`config.mk`:
```
export PLATFORM = sky130hd
export DESIGN_NAME = mem_access_stage
export DESIGN_NICKNAME = d
export VERILOG_FILES = /design/src/rtl/mem_access_stage.sv
export SDC_FILE = /design/constraint.sdc
export NUM_CORES = 1
export LEC_CHECK = 0
export BUFFER_PORTS_ARGS = -buffer_cell sky130_fd_sc_hd__buf_4
export CORE_UTILIZATION = 35
export DETAILED_ROUTE_END_ITERATION = 12
export PLACE_DENSITY_LB_ADDON = 0.05
export REMOVE_ABC_BUFFERS = 1
export SLEW_MARGIN = 10
export SYNTH_ARGS = -nofsm -noshare
export SYNTH_HDL_FRONTEND = slang
export SYNTH_SLANG_ARGS = --single-unit
```
`constraint.sdc`:
```
create_clock -name clk -period 2.5 [get_ports clk]
set_input_delay 0.25 -clock clk [delete_from_list [all_inputs] [get_ports clk]]
set_output_delay 0.25 -clock clk [all_outputs]
set_load 0.005 [all_outputs]
```
`src/rtl/mem_access_stage.sv`:
```
// MEM pipeline stage: drives the data-memory req/ack bus, handles size/sign/alignment and stalls.
// Optional build macro MEM_TIMEOUT_EN adds an ack watchdog that aborts after TIMEOUT BUSY cycles.
module mem_access_stage #(
  parameter int unsigned ADDR_W  = 64,
  parameter int unsigned TIMEOUT = 255
) (
  input  logic              clk,
  input  logic              rst,
  input  logic              in_valid,
  input  logic [ADDR_W-1:0] ALU_data,
  input  logic [63:0]       store_data,
  input  logic [2:0]        funct3,
  input  logic              MemRead,
  input  logic              MemWrite,
  input  logic              MemtoReg,
  input  logic              regwrite,
  input  logic [4:0]        EX_MEM_rd,
  output logic              stall,
  output logic              mem_req,
  output logic              mem_we,
  output logic [ADDR_W-1:0] mem_addr,
  output logic [63:0]       mem_wdata,
  output logic [7:0]        mem_wstrb,
  input  logic              mem_ack,
  input  logic [63:0]       mem_rdata,
  output logic              out_valid,
  output logic [63:0]       rd_data,
  output logic [ADDR_W-1:0] ALU_data_out,
  output logic              MemtoReg_out,
  output logic              regwrite_out,
  output logic [4:0]        MEM_WB_rd,
  output logic              access_err
);

  typedef enum logic [0:0] {StIdle, StBusy} state_e;

  state_e            state_q, state_d;
  logic [ADDR_W-1:0] addr_q, addr_d;
  logic [63:0]       wdata_q, wdata_d;
  logic [7:0]        wstrb_q, wstrb_d;
  logic [2:0]        f3_q, f3_d;
  logic              we_q, we_d, mtr_q, mtr_d, rw_q, rw_d;
  logic [4:0]        rd_q, rd_d;

  logic              ov_q, ov_d, err_q, err_d, mtr_out_q, mtr_out_d, rw_out_q, rw_out_d;
  logic [63:0]       rdd_q, rdd_d;
  logic [ADDR_W-1:0] alu_out_q, alu_out_d;
  logic [4:0]        wbrd_q, wbrd_d;

  logic [2:0]  a_in;
  logic        is_mem, illegal, misaligned, bad, start, timeout_hit;
  logic [7:0]  wstrb_in;
  logic [63:0] wdata_in, shifted, load_val;

  assign a_in = ALU_data[2:0];

  always_comb begin
    is_mem     = MemRead | MemWrite;
    illegal    = (MemRead & MemWrite) | (funct3 == 3'b111) | (MemWrite & funct3[2]);
    misaligned = 1'b0;
    wstrb_in   = 8'hFF;
    wdata_in   = store_data;
    case (funct3[1:0])
      2'b00: begin
        wstrb_in = 8'h01 << a_in;
        wdata_in = {8{store_data[7:0]}};
      end
      2'b01: begin
        misaligned = a_in[0];
        wstrb_in   = 8'h03 << a_in;
        wdata_in   = {4{store_data[15:0]}};
      end
      2'b10: begin
        misaligned = |a_in[1:0];
        wstrb_in   = 8'h0F << a_in;
        wdata_in   = {2{store_data[31:0]}};
      end
      default: misaligned = |a_in;
    endcase
    bad   = is_mem & (illegal | misaligned);
    start = is_mem & ~bad;
  end

  always_comb begin
    shifted = mem_rdata >> {addr_q[2:0], 3'b000};
    case (f3_q)
      3'b000:  load_val = {{56{shifted[7]}}, shifted[7:0]};
      3'b001:  load_val = {{48{shifted[15]}}, shifted[15:0]};
      3'b010:  load_val = {{32{shifted[31]}}, shifted[31:0]};
      3'b011:  load_val = shifted;
      3'b100:  load_val = {56'b0, shifted[7:0]};
      3'b101:  load_val = {48'b0, shifted[15:0]};
      3'b110:  load_val = {32'b0, shifted[31:0]};
      default: load_val = '0;
    endcase
  end

`ifdef MEM_TIMEOUT_EN
  localparam int unsigned CntW = ($clog2(TIMEOUT + 1) > 8) ? $clog2(TIMEOUT + 1) : 8;
  logic [CntW-1:0] cnt_q, cnt_d;

  assign timeout_hit = (state_q == StBusy) && !mem_ack && (cnt_q == CntW'(TIMEOUT - 1));
  assign cnt_d       = (state_q == StIdle) ? '0 : cnt_q + 1'b1;

  always_ff @(posedge clk or negedge rst) begin
    if (!rst) cnt_q <= '0;
    else      cnt_q <= cnt_d;
  end
`else
  logic [31:0] unused_timeout;
  assign unused_timeout = TIMEOUT;
  assign timeout_hit    = 1'b0;
`endif

  always_comb begin
    state_d   = state_q;
    addr_d    = addr_q;
    wdata_d   = wdata_q;
    wstrb_d   = wstrb_q;
    f3_d      = f3_q;
    we_d      = we_q;
    mtr_d     = mtr_q;
    rw_d      = rw_q;
    rd_d      = rd_q;
    ov_d      = 1'b0;
    err_d     = 1'b0;
    rw_out_d  = 1'b0;
    rdd_d     = rdd_q;
    alu_out_d = alu_out_q;
    mtr_out_d = mtr_out_q;
    wbrd_d    = wbrd_q;
    case (state_q)
      StIdle: begin
        if (in_valid && start) begin
          state_d = StBusy;
          addr_d  = ALU_data;
          wdata_d = wdata_in;
          wstrb_d = wstrb_in;
          f3_d    = funct3;
          we_d    = MemWrite;
          mtr_d   = MemtoReg;
          rw_d    = regwrite;
          rd_d    = EX_MEM_rd;
        end else if (in_valid) begin
          // Non-memory op or rejected access completes in one cycle.
          ov_d      = 1'b1;
          err_d     = bad;
          rw_out_d  = regwrite & ~bad;
          rdd_d     = '0;
          alu_out_d = ALU_data;
          mtr_out_d = MemtoReg;
          wbrd_d    = EX_MEM_rd;
        end
      end
      StBusy: begin
        if (mem_ack || timeout_hit) begin
          state_d   = StIdle;
          ov_d      = 1'b1;
          err_d     = ~mem_ack;
          rw_out_d  = rw_q & mem_ack;
          rdd_d     = (we_q || !mem_ack) ? '0 : load_val;
          alu_out_d = addr_q;
          mtr_out_d = mtr_q;
          wbrd_d    = rd_q;
        end
      end
      default: state_d = StIdle;
    endcase
  end

  always_ff @(posedge clk or negedge rst) begin
    if (!rst) begin
      state_q   <= StIdle;
      addr_q    <= '0;
      wdata_q   <= '0;
      wstrb_q   <= '0;
      f3_q      <= '0;
      we_q      <= 1'b0;
      mtr_q     <= 1'b0;
      rw_q      <= 1'b0;
      rd_q      <= '0;
      ov_q      <= 1'b0;
      err_q     <= 1'b0;
      rw_out_q  <= 1'b0;
      rdd_q     <= '0;
      alu_out_q <= '0;
      mtr_out_q <= 1'b0;
      wbrd_q    <= '0;
    end else begin
      state_q   <= state_d;
      addr_q    <= addr_d;
      wdata_q   <= wdata_d;
      wstrb_q   <= wstrb_d;
      f3_q      <= f3_d;
      we_q      <= we_d;
      mtr_q     <= mtr_d;
      rw_q      <= rw_d;
      rd_q      <= rd_d;
      ov_q      <= ov_d;
      err_q     <= err_d;
      rw_out_q  <= rw_out_d;
      rdd_q     <= rdd_d;
      alu_out_q <= alu_out_d;
      mtr_out_q <= mtr_out_d;
      wbrd_q    <= wbrd_d;
    end
  end

  // Stall is gated by reset so every output reads 0 while reset is held.
  assign stall        = rst & ((state_q == StBusy) | (in_valid & start));
  assign mem_req      = (state_q == StBusy);
  assign mem_we       = (state_q == StBusy) & we_q;
  assign mem_addr     = {addr_q[ADDR_W-1:3], 3'b000};
  assign mem_wdata    = wdata_q;
  assign mem_wstrb    = wstrb_q;
  assign out_valid    = ov_q;
  assign rd_data      = rdd_q;
  assign ALU_data_out = alu_out_q;
  assign MemtoReg_out = mtr_out_q;
  assign regwrite_out = rw_out_q;
  assign MEM_WB_rd    = wbrd_q;
  assign access_err   = err_q;

endmodule
```
==> Yosys cells after proc, flatten, opt, wreduce, memory -nomap -nowiden <==
Cells that the tools add are included.
{ "totals": {"inputBits": 208, "elab_cells": 94, "ff_bits": 285} }
{ "op_classes": {"bitwise": 17, "n_reduce_logical": 9, "shift": 4, "muxes": 36, "n_eq_ne": 12} }
{ "ops": {"columns": ["op", "n"], "rows": [
  ["2-to-1 mux 64 bit", 7],
  ["one-hot mux 64 bit (7 select lines)", 1],
  ["one-hot mux 64 bit (2 select lines)", 2],
  ["one-hot mux 64 bit (3 select lines)", 1],
  [">> shifter 64 x 6 -> 64 bit", 1],
  ["one-hot mux 8 bit (3 select lines)", 1],
  ["2-to-1 mux 5 bit", 3],
  ["2-to-1 mux 1 bit", 14],
  ["== test 3 bit, second input constant", 4],
  ["one-hot mux 1 bit (2 select lines)", 5],
  ["one-hot mux 5 bit (2 select lines)", 1],
  ["AND 1 bit", 9],
  ["<< shifter 1 x 3 -> 8 bit, first input constant", 1],
  ["<< shifter 2 x 3 -> 8 bit, first input constant", 1],
  ["<< shifter 4 x 3 -> 8 bit, first input constant", 1],
  ["== test 3 x 2 -> 1 bit, second input constant", 2],
  ["!= test 2 bit, second input constant", 3],
  ["bitwise OR 1 bit", 5],
  ["== test 3 x 1 -> 1 bit, second input constant", 1],
  ["zero test 3 bit", 1],
  ["NOT 1 bit", 3],
  ["one-hot mux 1 bit (3 select lines)", 1],
  ["AND reduction 3 bit", 1],
  ["OR reduction 3 bit", 1],
  ["8 further kinds", 8]
]} }

==> Depth between registers and ports, before layout <==
Gate-level depths: netlist (run 1).
{ "depth": {"depth_word": 10, "ltp_mapped": 11, "depth_no_buf": 7} }

==> Worst setup path after synthesis (run 1) <==
No wires, ideal clock.
{ "synth_timing": {"kind": "input-to-reg", "startpoint": "input port funct3[0]", "endpoint": "register addr_q[36]", "cell_stages": 9, "arrival_ns": 2.035, "n_path_buf": 4, "setup_slack_ns": 0.340, "path_cell_list": "ha_1 > buf_6 > nor3_2 > a211oi_2 > or4_1 > buf_2 > buf_6 > buf_6 > mux2_4"} }
{ "synth_between": {"elab_chain_len": 9} }
{ "synth_rtl": {"columns": ["item", "line_no", "text"], "rows": [
  ["start, declared", "12", "input logic [2:0] funct3,"],
  ["== test 3 bit", "59", "illegal = (MemRead & MemWrite) | (funct3 == 3'b111) | (MemWrite & funct3[2]);"],
  ["bitwise OR 1 bit (2 in series)", "59", null],
  ["bitwise OR 1 bit *", "80", "bad = is_mem & (illegal | misaligned);"],
  ["AND 1 bit *", "80", null],
  ["NOT 1 bit *", "81", "start = is_mem & ~bad;"],
  ["AND 1 bit *", "81", null],
  ["logical AND 1 bit *", "134", "if (in_valid && start) begin"],
  ["AND reduction 2 bit (no line) *", null, null],
  ["end signal, assigned", "191", "addr_q <= addr_d;"],
  ["end, declared", "38", "logic [ADDR_W-1:0] addr_q, addr_d;"]
]} }
Every way passes the cells marked *; elsewhere a longest branch is shown, timed or not.
A chain may end at the register's enable or synchronous reset.

==> Final worst setup path (run 1) <==
{ "layout_timing": {"startpoint": "register addr_q[1]", "endpoint": "register rdd_q[8] (netlist: rd_data[8])"} }
{ "layout_between": {"elab_chain_len": 5} }
{ "layout_rtl": {"columns": ["item", "line_no", "text"], "rows": [
  [">> shifter 64 x 6 -> 64 bit", "85", "shifted = mem_rdata >> {addr_q[2:0], 3'b000};"],
  ["one-hot mux 64 bit (7 select lines)", "86", "case (f3_q)"],
  ["2-to-1 mux 64 bit", "161", "rdd_d = (we_q || !mem_ack) ? '0 : load_val;"],
  ["2-to-1 mux 64 bit", "156", "if (mem_ack || timeout_hit) begin"],
  ["one-hot mux 64 bit (2 select lines)", "132", "case (state_q)"],
  ["end signal, assigned", "202", "rdd_q <= rdd_d;"],
  ["end, declared", "46", "logic [63:0] rdd_q, rdd_d;"]
]} }
Every way passes these cells. The select of a mux whose other input is x is not followed.

==> reports/qor.yml, run 1 <==
power:
  power_density_nw_per_um2: 897
  peakVddDrop_mv: 0.431
  leakage_nw: 10.3
finish:
  nets: 2091
  num_antenna_cells: 0
  multi_input_area_um2: 6210
  fin_util_pct: 51.6
  fillCellCount: 3728
  final_cell_mix: "buf_4 (501), dfrtp_1 (282), nand2_1 (180)"
  final_common_cell: "buf_4"
  ff_latch_area_um2: 7140
  layout-drive-gt1-share_pct: 36.8
  areaGrowthSynthToFinish_pct: 43.9
  finalNonFillerCells: 2428
logic_synthesis:
  synth_cell_type_count: 53
  synth-main-ff-cell: "dfrtp_1"
  yosysWarningCount: 0
  synth_edf_count: 0
  syn-cell-area_um2: 14400
  syn_inst: 1355
  synth_area_per_cell_um2: 10.6
  synth-seq-area-share_pct: 49.7
  synthArstFlopShare_pct: 100
  ys_ff_latch: 285
clock_tree:
  post_cts_resized: 0
  cts_hold_buf: 135
  cts_buffer_depth: 3
  cts_root_buf: "clkbuf_16"
  clk_pin_slew_ns: 0.06
  postCtsSetupRepairBufs: 0
  htreeDepth: 2
  clk_latency_ns: 0.54
  cts_sinks: 285
  numCtsBuffers: 37
  cts_tree: "built"
status:
  status: "complete, no violations"
critical_path:
  start_kind: "flop"
  cp_data_arrival_time_ns: 2.66
  r2r_slack_ns: 0.31
  critical_path.max_stage_delay_ns: 0.73
  critical_path_class: "flop to flop"
  worst_setup_path_end_kind: "flop"
  crit_fanout: 54
  cp_cell_sequence: "buf_12 > nor2b_1 > a21oi_1 > a211oi_1 > a211o_1"
  required_ns: 2.97
  worst_path_max_delay_cell: "nor2b_1"
sta:
  max_freq_mhz: 456
  maxSlewViolCount: 0
  maxSlewHeadroom_pct: 27.6
  rsz0062_at_grt: "no"
  final_hold_viol_count: 0
  worstMarginPinSlew_ns: 1.08
  setup_viol: 0
  worst_slack_ns: 0.309
  hold_ws_ns: 0.0300
  min_period_over_period_pct: 87.6
  finClkSkew_ns: 0.0137
  fin_crit_ns: 2.19
place:
  pre_cts_ws_ns: 0.189
  port_buffers: 480
  dp_hpwl_mm: 34.2
  gp_congestion: 0.849
  placed_cells: 2228
floorplanning:
  die_y_um: 205
  start_util_pct: 35.8
  die_x_um: 205
  core_area_um2: 40100
  placementRows: 73
  die_area_um2: 41900
  ioPinCount: 484
detailed_routing:
  vias: 12146
  avgViaCountPerCell: 5.00
  drt_iter0_drc: 650
  dr.pass1.iters: 5
  ant_nets: 0
  wl_per_cell_um: 20.2
  wirelength_mm: 49.2
  drc: 0
flow_run:
  maxCapViolations: 0
global_routing:
  grt_max_degree: 92
  antenna_found_initial: 0
  grt_pass1_wl_mm: 74.6
  grt_use_total_pct: 23.2
  grt_pass1_vias: 12344
  grt_overflow_total: 0
min_path:
  hold_class: "primary input to flop"
synth_stat cells, types with 8 or more instances:
master | n | area (um^2)
mux2_2 | 59 | 664
a221oi_1 | 19 | 166
inv_1 | 11 | 41.3
o21ai_1 | 26 | 130
clkbuf_1 | 55 | 206
a211o_1 | 45 | 394
dfrtp_1 | 285 | 7130
a211oi_1 | 8 | 60.1
nor2_1 | 82 | 308
a221o_1 | 14 | 140
nor2b_1 | 18 | 113
buf_6 | 10 | 113
a22oi_1 | 20 | 150
mux2i_1 | 106 | 1060
nand2_1 | 180 | 676
a21oi_1 | 37 | 185
buf_2 | 26 | 130
buf_4 | 67 | 503
mux2_4 | 50 | 751
o31ai_1 | 25 | 188
o22ai_1 | 12 | 75.1
nand3_1 | 8 | 40.0
o21ai_0 | 122 | 611
buf_1 | 12 | 45.0
path summary, 6_finish.rpt:
check | start | to | cells after the start
setup / recovery | addr_q[1] | rd_data[8] | 5
setup reg to reg | addr_q[1] | rd_data[8] | 5
max in group asynchronous | rst | rd_data[19] | 3
min in group asynchronous | rst | ALU_data_out[20] | 2
hold / removal | store_data[13] | mem_wdata[13] | 3
hold reg to reg | ALU_data_out[48] | ALU_data_out[48] | 2
final cells by class:
cell class,instances,share of cell area (%)
clock inverters,13,0.635
inverters,12,0.218
flip-flops and latches,285,34.5
clock buffers,52,5.25
well taps,525,3.18
multi-input cells,890,30.0
repair buffers,651,26.2
power breakdown:
group          internal, mW  switching [mW]  total [mW]
Combinational          3.52            2.80        6.32
Clock                  3.23            2.10        5.34
Sequential             5.94           0.961        6.90
Total                  12.7            5.86        18.6
per-stage QoR:
| step | total power [mW] | instance area [um^2] | setup TNS, ns |
|---|---|---|---|
| 2_1_floorplan | 9.65 | 13400 | -1645.90 |
| 3_3_place_gp | 13.1 | 18100 | 0 |
| 3_5_place_dp | 13.2 | 18100 | 0 |
| 4_1_cts | 18.8 | 20700 | 0 |
| 5_1_grt | 19.7 | 20700 | 0 |
| 6_report | 18.6 | 20700 | 0 |
registers in the layout, summed over array words and instances, names as in the netlist, 3 cells and up:
register,count
ALU_data_out,64
addr_q,64
mem_wdata,64
rd_data,64
mem_wstrb,8
MEM_WB_rd,5
rd_q,5
f3_q,3
cells by family (layout without fill, tap and decap cells):
family | after synthesis | count (layout) | synth area share, %
buf+inv | 182 | 728 | 7.26
fa+ha+maj | 6 | 6 | 0.523
compound gates | 342 | 342 | 15.5
other cells | 1 | 3 | 0.0261
mux | 216 | 216 | 17.4
flops | 285 | 285 | 49.7
simple gates | 323 | 323 | 9.66
layer usage:
| layer | up-vias | GRT usage, % | routed length [um] |
|---|---|---|---|
| met5 | - | 0 | 0 |
| met4 | 0 | 8.48 | 1380 |
| met3 | 71 | 5.11 | 3760 |
| met2 | 449 | 37.6 | 23200 |
| met1 | 5835 | 30.3 | 20800 |
| li1 | 5791 | - | - |
critical path: cells and delay by family, from the launching register on:
family	cells	cell delay, ns
simple gates	1	0.73
compound gates	3	0.66
flops	1	0.49
buf+inv	1	0.24
Power figures use the tool's default switching activity.
==> inputs of run 2 (changes only) <==
--- a/config.mk
+++ b/config.mk
@@ -6,8 +6,9 @@
 export NUM_CORES = 1
 export LEC_CHECK = 0
 export BUFFER_PORTS_ARGS = -buffer_cell sky130_fd_sc_hd__buf_4
-export CORE_UTILIZATION = 35
+export CORE_UTILIZATION = 39
 export DETAILED_ROUTE_END_ITERATION = 12
+export HOLD_SLACK_MARGIN = 0.15
 export PLACE_DENSITY_LB_ADDON = 0.05
 export REMOVE_ABC_BUFFERS = 1
 export SLEW_MARGIN = 10
==> reports/qor.yml, run 2 (synthesis gave the netlist of run 1 again) <==
sta:
  final_hold_viol_count: 0  # unchanged
  worst_slack_ns: 0.0477  # -0.262 ns
  worstMarginPinSlew_ns: 0.968  # -0.117 ns
  max_freq_mhz: 408  # -11%
  maxSlewViolCount: 0  # unchanged
  setup_viol: 0  # unchanged
  min_period_over_period_pct: 98.1  # +10 points
  finClkSkew_ns: 0.0158  # +0.00211 ns
  fin_crit_ns: 2.45  # +0.262 ns
  maxSlewHeadroom_pct: 35.4  # +7.8 points
floorplanning:
  die_x_um: 194  # -5.2%
  ioPinCount: 484  # unchanged
  core_area_um2: 35900  # -10%
  placementRows: 69  # -5.5%
  die_area_um2: 37600  # -10%
  die_y_um: 194  # -5.2%
  start_util_pct: 40.0  # +4.2 points
place:
  dp_hpwl_mm: 32.9  # -3.8%
  port_buffers: 480  # unchanged
  gp_congestion: 0.874  # +3.0%
  pre_cts_ws_ns: 0.128  # -0.0604 ns
finish:
  layout-drive-gt1-share_pct: 37.0  # +0.12 points
  nets: 2168  # +3.7%
  final_common_cell: "buf_4"
  fin_util_pct: 59.7  # +8.2 points
  num_antenna_cells: 0  # unchanged
  areaGrowthSynthToFinish_pct: 49.4
  final_cell_mix: "buf_4 (524), dfrtp_1 (282), nand2_1 (180), dlygate4sd3_1 (180), o21ai_0 (122)"
critical_path:
  required_ns: 2.89  # -0.08 ns
  start_kind: "primary input"
  cpMostUsedCell: "dlygate4sd3_1"
  worst_setup_path_end_kind: "flop"
  regToRegStartpoint: "mem_req"
  critical_path.max_stage_delay_ns: 0.65  # -0.08 ns
  cp_data_arrival_time_ns: 2.85  # +0.19 ns
  startpoint: "funct3[2]"
  worst_path_max_delay_cell: "or4_4"
  cpLargestDelayFamily: "buffers and inverters"
  critical_path_class: "primary input to flop"
  cp_cell_sequence: "dlygate4sd3_1 > buf_4 > a21oi_2 > nor2_2 > or4_4 > buf_12 > mux2_4 > dlygate4sd3_1"
  crit_fanout: 5  # -91%
  critical_path_buf_inv_count: 4  # +3
clock_tree:
  cts_sinks: 285  # unchanged
  cts_tree: "built"
  clk_latency_ns: 0.53  # about the same
  htreeDepth: 2  # unchanged
  numCtsBuffers: 35  # -5.4%
  cts_root_buf: "clkbuf_16"
  clk_pin_slew_ns: 0.05  # about the same
  cts_buffer_depth: 3  # unchanged
detailed_routing:
  drt_iter0_drc: 724  # +11%
  vias: 12662  # +4.2%
  avgViaCountPerCell: 5.19  # +3.8%
  drc: 0  # unchanged
  ant_nets: 0  # unchanged
  dr.pass1.iters: 5  # unchanged
  wl_per_cell_um: 20.2  # -0.30%
  wirelength_mm: 49.2  # +0.15%
global_routing:
  grt_use_total_pct: 25.1  # +1.8 points
  antenna_found_initial: 0  # unchanged
  grt_use_met2_pct: 41.6  # +4.0 points
  use_met1_pct: 31.9  # +1.5 points
  grt-busiest-layer: "met2"
  grt_pass1_wl_mm: 73.7  # -1.1%
  grt_max_degree: 101  # +9.8%
  use_met3_pct: 5.98  # +0.88 points
  grt_overflow_total: 0  # unchanged
  grt_pass1_vias: 12636  # +2.4%
min_path:
  hold_class: "primary input to flop"
  hp-start: "funct3[0]"
power:
  leakage_nw: 10.7  # +4.3%
  peakVddDrop_mv: 0.545  # +27%
  power_density_nw_per_um2: 877  # -2.3%
flow_run:
  maxCapViolations: 0  # unchanged
status:
  status: "complete, no violations"
## run 2: cell types whose count changed in the layout (fill, tap and decap cells not counted), moves of 2 or more
cell            change
clkbuf_16           +5
dlygate4sd3_1      +45
clkbuf_1            +2
buf_16              +2
clkinv_2            -2
dlymetal6s2s_1      +2
bufinv_16           +2
clkinvlp_4          -4
buf_4              +23
## run 2: worst paths after layout
| kind | end | slack, ns | depth (start not counted) |
|---|---|---|---|
| worst max-delay path | addr_q[0] | 0.05 | 8 |
| worst min-delay path | f3_q[0] | 0.18 | 4 |
| worst max register to register | addr_q[0] | 0.25 | 4 |
| worst min register to register | ALU_data_out[2] | 0.48 | 2 |
| max in group asynchronous | mem_wdata[44] | 1.34 | 3 |
| min in group asynchronous | rd_data[31] | 0.23 | 2 |
## run 2: layer usage
layer	vias up	part of all wire [%]	wire (um)
li1	5979	-	-
met1	6101	42	20500
met2	493	48	23500
met3	89	7.3	3600
met4	0	3.3	1610
met5	-	0	0
## run 2: area by class of cell
cell class / count / area [um^2]
Timing Repair Buffer: 729 / 6270
Clock buffer: 53 / 1060
Sequential cell: 285 / 7140
Fill cell: 3052 / 14500
Tap cell: 461 / 577
Inverter: 12 / 45.0
Clock inverter: 8 / 143
Multi-Input combinational cell: 891 / 6230
## run 2: worst reg2reg max path: cells and delay by family (launching register included)
family                 cells  cell delay (ns)
buffers and inverters      2             0.73
muxes                      1             0.28
DFF                        1             0.52
and+or+nand+nor            1             0.61
## run 2: power by group
part	total, mW	internal, mW	switching (mW)
clock	5.32	3.32	2.00
combinational	6.63	3.75	2.88
sequential	6.86	5.94	0.925
total	18.8	13.0	5.81
## run 2: repair_timing
action	CTS	global route
hold buffers	180	0
hold endpoints to repair	432	0
buffers inserted	0	14
resized for setup	0	5
endpoints found under the setup margin	0	10
## run 2: per-stage QoR
step / hold WS, ns / setup TNS [ns] / power, mW / cell area [um^2] / std cells
detailed placement: 0.185 / 0 / 13.2 / 18100 / 2176
global placement: 0.187 / 0 / 13.1 / 18100 / 2176
CTS: 0.151 / 0 / 18.9 / 21100 / 2417
floorplan: -0.0456 / -1645.90 / 9.65 / 13400 / 1187
global route: 0.178 / -0.00512 / 19.8 / 21500 / 2439
finish: 0.178 / 0 / 18.8 / 21500 / 2439
